**config.mk**
```make
export PLATFORM = sky130hd
export DESIGN_NAME = tdm_mux
export DESIGN_NICKNAME = d
export VERILOG_FILES = /design/src/rtl/tdm_mux.sv
export SDC_FILE = /design/constraint.sdc
export NUM_CORES = 1
export LEC_CHECK = 0
export ABC_CLOCK_PERIOD_IN_PS = 2300
export BUFFER_PORTS_ARGS = -buffer_cell sky130_fd_sc_hd__buf_2
export CORE_ASPECT_RATIO = 0.7
export CORE_MARGIN = 2
export CORE_UTILIZATION = 40
export DETAILED_ROUTE_END_ITERATION = 16
export MAX_ROUTING_LAYER = met4
export PLACE_DENSITY = 0.72
export SYNTH_ARGS = -nofsm -noshare
export SYNTH_HDL_FRONTEND = slang
export SYNTH_SLANG_ARGS = --single-unit
```
**constraint.sdc**
```tcl
create_clock -name clk -period 2.3 [get_ports clk]
set_input_delay 0.345 -clock clk [delete_from_list [all_inputs] [get_ports clk]]
set_output_delay 0.345 -clock clk [all_outputs]
set_load 0.02 [all_outputs]
```
**src/rtl/tdm_mux.sv**
```systemverilog
// tdm_mux: N-channel, WIDTH-bit registered multiplexer with a manual select
// mode and a round-robin scan mode that skips idle channels after a dwell.
//
// Optional feature: define TDM_MUX_PARITY_EN to add out_parity, the XOR
// reduction of the captured word, registered alongside out_data.
//
// Ports:
//   clk        rising-edge clock
//   rst_n      synchronous active-low reset
//   data_in    channel i at bits [i*WIDTH +: WIDTH]
//   in_valid   per-channel data valid
//   in_ready   per-channel accept (combinational)
//   mode       0 = manual (sel), 1 = round-robin scan
//   sel        manual-mode channel index
//   onehot     decoded current channel (combinational), zero if none
//   out_data   registered output word
//   out_ch     channel index of out_data
//   out_valid  output register holds a word
//   out_ready  downstream accept
//   out_parity (TDM_MUX_PARITY_EN only) parity of out_data
module tdm_mux #(
  parameter int unsigned N_CH  = 4,
  parameter int unsigned WIDTH = 8,
  parameter int unsigned DWELL = 4
) (
  input  logic                       clk,
  input  logic                       rst_n,
  input  logic [N_CH*WIDTH-1:0]      data_in,
  input  logic [N_CH-1:0]            in_valid,
  output logic [N_CH-1:0]            in_ready,
  input  logic                       mode,
  input  logic [$clog2(N_CH)-1:0]    sel,
  output logic [N_CH-1:0]            onehot,
  output logic [WIDTH-1:0]           out_data,
  output logic [$clog2(N_CH)-1:0]    out_ch,
  output logic                       out_valid,
  input  logic                       out_ready
`ifdef TDM_MUX_PARITY_EN
  ,
  output logic                       out_parity
`endif
);

  localparam int unsigned SEL_W = $clog2(N_CH);
  localparam int unsigned DW_W  = $clog2(DWELL) + 1;

  typedef enum logic {
    ST_MANUAL = 1'b0,
    ST_SCAN   = 1'b1
  } state_t;

  state_t             r_state;
  state_t             w_state_nxt;
  logic [SEL_W-1:0]   r_ptr;
  logic [SEL_W-1:0]   w_ptr_nxt;
  logic [SEL_W-1:0]   w_ptr_inc;
  logic [SEL_W-1:0]   w_cur;
  logic [DW_W-1:0]    r_dwell;
  logic [DW_W-1:0]    w_dwell_nxt;
  logic [WIDTH-1:0]   r_out_data;
  logic [WIDTH-1:0]   w_cap_data;
  logic [SEL_W-1:0]   r_out_ch;
  logic               r_out_valid;
  logic               w_load_ok;
  logic               w_capture;
  logic [N_CH-1:0]    w_onehot;
`ifdef TDM_MUX_PARITY_EN
  logic               r_parity;
`endif

  // State register
  always_ff @(posedge clk) begin
    if (!rst_n) begin
      r_state <= ST_MANUAL;
    end else begin
      r_state <= w_state_nxt;
    end
  end

  // Next-state: mode is sampled every edge and takes effect the next cycle
  always_comb begin
    w_state_nxt = r_state;
    case (r_state)
      ST_MANUAL: if (mode)  w_state_nxt = ST_SCAN;
      ST_SCAN:   if (!mode) w_state_nxt = ST_MANUAL;
      default:   w_state_nxt = ST_MANUAL;
    endcase
  end

  // Outputs of the FSM: current channel decode, load enable and capture
  always_comb begin
    w_cur      = (r_state == ST_SCAN) ? r_ptr : sel;
    w_load_ok  = !r_out_valid || out_ready;
    w_onehot   = '0;
    w_cap_data = '0;
    // Out-of-range indices match no channel, so nothing is selected
    for (int unsigned i = 0; i < N_CH; i++) begin
      if (w_cur == SEL_W'(i)) begin
        w_onehot[i] = 1'b1;
        w_cap_data  = data_in[i*WIDTH +: WIDTH];
      end
    end
    w_capture = (|(w_onehot & in_valid)) && w_load_ok;
  end

  // Scan pointer and dwell counter; stalls (load_ok=0) freeze both
  always_comb begin
    w_ptr_inc   = (r_ptr == SEL_W'(N_CH - 1)) ? '0 : r_ptr + SEL_W'(1);
    w_ptr_nxt   = r_ptr;
    w_dwell_nxt = r_dwell;
    if (r_state == ST_SCAN) begin
      if (w_capture) begin
        w_ptr_nxt   = w_ptr_inc;
        w_dwell_nxt = '0;
      end else if (w_load_ok) begin
        // ptr is always in range in scan, so no capture here means idle
        if (r_dwell == DW_W'(DWELL - 1)) begin
          w_ptr_nxt   = w_ptr_inc;
          w_dwell_nxt = '0;
        end else begin
          w_dwell_nxt = r_dwell + DW_W'(1);
        end
      end
    end else if (mode) begin
      w_ptr_nxt   = (32'(sel) < N_CH) ? sel : '0;
      w_dwell_nxt = '0;
    end
  end

  // Pointer, dwell and output register
  always_ff @(posedge clk) begin
    if (!rst_n) begin
      r_ptr       <= '0;
      r_dwell     <= '0;
      r_out_data  <= '0;
      r_out_ch    <= '0;
      r_out_valid <= 1'b0;
`ifdef TDM_MUX_PARITY_EN
      r_parity    <= 1'b0;
`endif
    end else begin
      r_ptr   <= w_ptr_nxt;
      r_dwell <= w_dwell_nxt;
      if (w_capture) begin
        r_out_data  <= w_cap_data;
        r_out_ch    <= w_cur;
        r_out_valid <= 1'b1;
`ifdef TDM_MUX_PARITY_EN
        r_parity    <= ^w_cap_data;
`endif
      end else if (r_out_valid && out_ready) begin
        r_out_valid <= 1'b0;
      end
    end
  end

  assign onehot    = w_onehot;
  assign in_ready  = w_load_ok ? w_onehot : '0;
  assign out_data  = r_out_data;
  assign out_ch    = r_out_ch;
  assign out_valid = r_out_valid;
`ifdef TDM_MUX_PARITY_EN
  assign out_parity = r_parity;
`endif

endmodule

```
After elaboration in Yosys (flattened, before gate mapping)
Cells that the tools add are included.

Bits in registers: 17. Output and inout bits: 19.

Add/sub/neg operators: 2. Equality and inequality tests: 7. Muxes and demuxes: 24. Bitwise gates (word level): 1. Reductions and logical operators: 10.

Operators with widths (count): $mux W8 (4); $mux W3 (5); $mux W2 (7); $mux W1 (7); $eq A2 B2 Y1 const B (3); $ne A3 B1 Y1 const B (2); $and A4 B4 Y4 (1); $mux W4 (1); $reduce_bool A2 Y1 (2); $reduce_or A4 Y1 (1); $add A3 B1 Y3 const B (1); $eq A3 B2 Y1 const B (1); $reduce_and A3 Y1 (1); $add A2 B1 Y2 const B (1); $eq A2 B1 Y1 const B (1); $logic_and A1 B1 Y1 (2); $logic_not A2 Y1 (1); $reduce_and A2 Y1 (1); $logic_not A1 Y1 (1); $logic_or A1 B1 Y1 (1).

Longest topological paths before layout
Depth after elaboration: 8. Depth in mapped cells: 7. Mapped depth without buffers: 5.

Worst setup path after synthesis
No wires, ideal clock.

Path type: register to output. Start point: register r_state. End point: output in_ready[0]. Arrival: 1.465 ns. Required time: 1.955 ns. Slack: 0.490 ns. Stages on the path, launching flop included: 4. Path buffers: 1. Cells stage by stage: dfxtp_1 mux2_4 buf_2 nor3_1.

Word-level cells in the longest chain between the ends: 4.

RTL lines: start, declared (line 52) `state_t r_state;`; start signal, assigned (line 76) `r_state <= w_state_nxt;`; $mux W2 (line 92) `w_cur = (r_state == ST_SCAN) ? r_ptr : sel;`; $logic_not A2 Y1 (line 98) `if (w_cur == SEL_W'(i)) begin`; $mux W1 (line 98); $mux W4 (line 158) `assign in_ready = w_load_ok ? w_onehot : '0;`; end, declared (line 30) `output logic [N_CH-1:0] in_ready,`.

No other way between the ends.

Worst setup path after layout
Same ends and word-level chain as after synthesis.

==> run_results.csv <==
group,metric,value,unit
critical_path,cpLargestDelayFamily,"flip-flops",
synth,yosysWarningCount,0,
critical_path,start_kind,"flip-flop",
clocking,clkLatencyLatePin,0.25,ns
sta,setup_viol,0,
final_layout,syn_to_final_growth,32.9,%
detailed_routing,drt_iter0_markers,47,
synth,synth_seq_cells,17,
synth,netlist_area,1160,um2
sta,finalHoldViolCount,0,
detailed_routing,detail-route-antenna-nets,0,
sta,slew_viol_final,0,
floorplan,dieHeight,49.2,um
floorplan,core,2780,um2
critical_path,worstSetupEndpointType,"output pin",
critical_path,ff2ff_setup_slack,0.31,ns
clocking,ctsResizeCount,0,
sta,setup_tns,0,ns
global_route,first_global_vias,1063,
sta,fin_crit,2.06,ns
final_layout,fin_cells,220,
critical_path,cp_slowest_cell,"dfxtp_1",
final_layout,layout_common_cells,"buf_2, mux2i_1, dfxtp_1, nor2b_1, nor2_1",
sta,worst_pin_slew,0.635,ns
hold_path,hold_class,"input pin to flip-flop",
placed_design,finalWeightedCongestion,1.03,
global_route,antenna_found_initial,0,
global_route,grt_usage,18.8,%
synth,synthArstFlopShare,0,%
detailed_routing,vias,1128,
clocking,numCtsBuffers,3,
detailed_routing,dr_wl_met2,1430,um
sta,rsz0062_at_grt,"false",
detailed_routing,dr.pass1.iters,4,
global_route,gr-total-overflow,0,
power,ir_drop,0.000416,V
sta,max_freq,485,MHz
final_layout,register_area,340,um2
sta,relSlewSlack,57.6,%
detailed_routing,wl_met1,1290,um
clocking,post_cts_buffers,0,
detailed_routing,vias_per_cell,5.13,
synth,synth_seq_area_share,29.2,%
synth,synth.distinct_cells,37,
clocking,htreeDepth,1,
synth,synth_edf_count,0,
sta,period_share,89.7,%
synth,syn_inst,123,
floorplan,start_util,41.9,%
placed_design,dp_hpwl,2330,um
detailed_routing,wire_per_inst,13.2,um
final_layout,multi_input_area,768,um2
placed_design,dp_cells,216,
clocking,clkSinkCount,17,
final_layout,fill_cells,274,
placed_design,dpl_worst_slack,0.352,ns
final_layout,drive_above_1_share,40.8,%
critical_path,path_max_fanout,21,
floorplan,fp-row-count,16,
final_layout,post-route-util,55.6,%
run_status,status,"complete, no violations",
placed_design,portBuffers,60,
final_layout,fin_nets,228,
floorplan,io_pins,61,
clocking,hold_buffers,0,
floorplan,die_area,3370,um2
critical_path,cp_num_buf_inv,2,
power,power,0.869,mW
clocking,cts-root-buf,"clkbuf_8",
final_layout,num_antenna_cells,0,
final_layout,final_common_cell,"buf_2",
sta,clock_skew,0.00489,ns
detailed_routing,dr_wl_met3,143,um
clocking,cts.reportedPaths.clkPinSlew,0.07,ns
floorplan,die_width,68.5,um
global_route,grt_first_pass_wirelength,4690,um
detailed_routing,top_layer_used,"met4",
detailed_routing,route.detailed.drc,0,
critical_path,critPathArrivalTime,1.72,ns
critical_path,worst_ep_required_time,1.96,ns
power,leakagePower,0.790,nW
clocking,cts_tree,"done",
power,power_density,562,nW/um2
global_route,grt_max_degree,22,
critical_path,cpPeakStageDelay,0.50,ns
sta,setup_slack,0.236,ns
detailed_routing,drt-total-wl,2910,um
synth,avgSynthCellArea,9.47,um2
critical_path,path_class,"flip-flop to output pin",
run,maxCapViolCount,0,
clocking,cts.path.max_buffers,2,
synth,ys.flop_type,"dfxtp_1",
critical_path,crit_chain,"mux2_4, buf_4, nor3_1, buf_2",
synth,synth_nets,166,
[stage by stage]
stage / instance area, um2 / hold WS (ns)
after floorplan: 1160 / 0.412
after global placement: 1500 / 0.423
after detailed placement: 1500 / 0.439
after CTS: 1550 / 0.320
after global routing: 1550 / 0.330
final: 1550 / 0.322
[synthesized netlist by cell type (3+ instances only)]
cell     count  area [um2]
a21oi_1      3        15.0
buf_2        3        15.0
nand2_1      6        22.5
inv_1        3        11.3
nor2b_1     10        62.6
nor2_1       7        26.3
mux2i_1     33         330
dfxtp_1     17         340
nor3_1       5        25.0
o21ai_0      3        15.0
nand3_1      3        15.0
[metal layers]
layer  track usage, %  vias up
met3             4.39        4
met4             8.00        0
li1                 -      571
met1             23.8      519
met2             28.2       34
met5                -        -
[path summary, 6_finish.rpt]
path,startpoint,end,depth (start not counted)
worst min register to register,out_ch[1],out_ch[1],2
worst min-delay path,mode,r_state,2
worst max register to register,r_state,r_dwell[0],5
worst max-delay path,r_state,in_ready[0],4
[power by group]
| part | total, mW | leakage (nW) | internal, mW | switching (mW) |
|---|---|---|---|---|
| registers | 0.340 | 0.140 | 0.322 | 0.0181 |
| logic | 0.312 | 0.628 | 0.142 | 0.170 |
| clock network | 0.217 | 0.0228 | 0.123 | 0.0942 |
| total | 0.869 | 0.790 | 0.587 | 0.282 |
[flip-flops by register name, indices dropped and copies added (netlist names)]
signal / count
r_ptr: 2
out_data: 8
out_ch: 2
out_valid: 1
r_state: 1
r_dwell: 3
[cell families after synthesis]
family	count (synthesis)	synth area share, %
simple gates	40	19.3
compound gates	18	13.6
mux	36	31.9
buf+inv	11	4.83
flops	17	29.2
fa+ha+maj	1	1.07
[area by class of cell]
type,instances,area share [%]
well taps,36,2.91
clock buffers,4,2.91
inverters,3,0.728
multi-input cells,95,49.6
repair buffers,65,21.8
flip-flops and latches,17,22.0
Power figures use the tool's default switching activity.
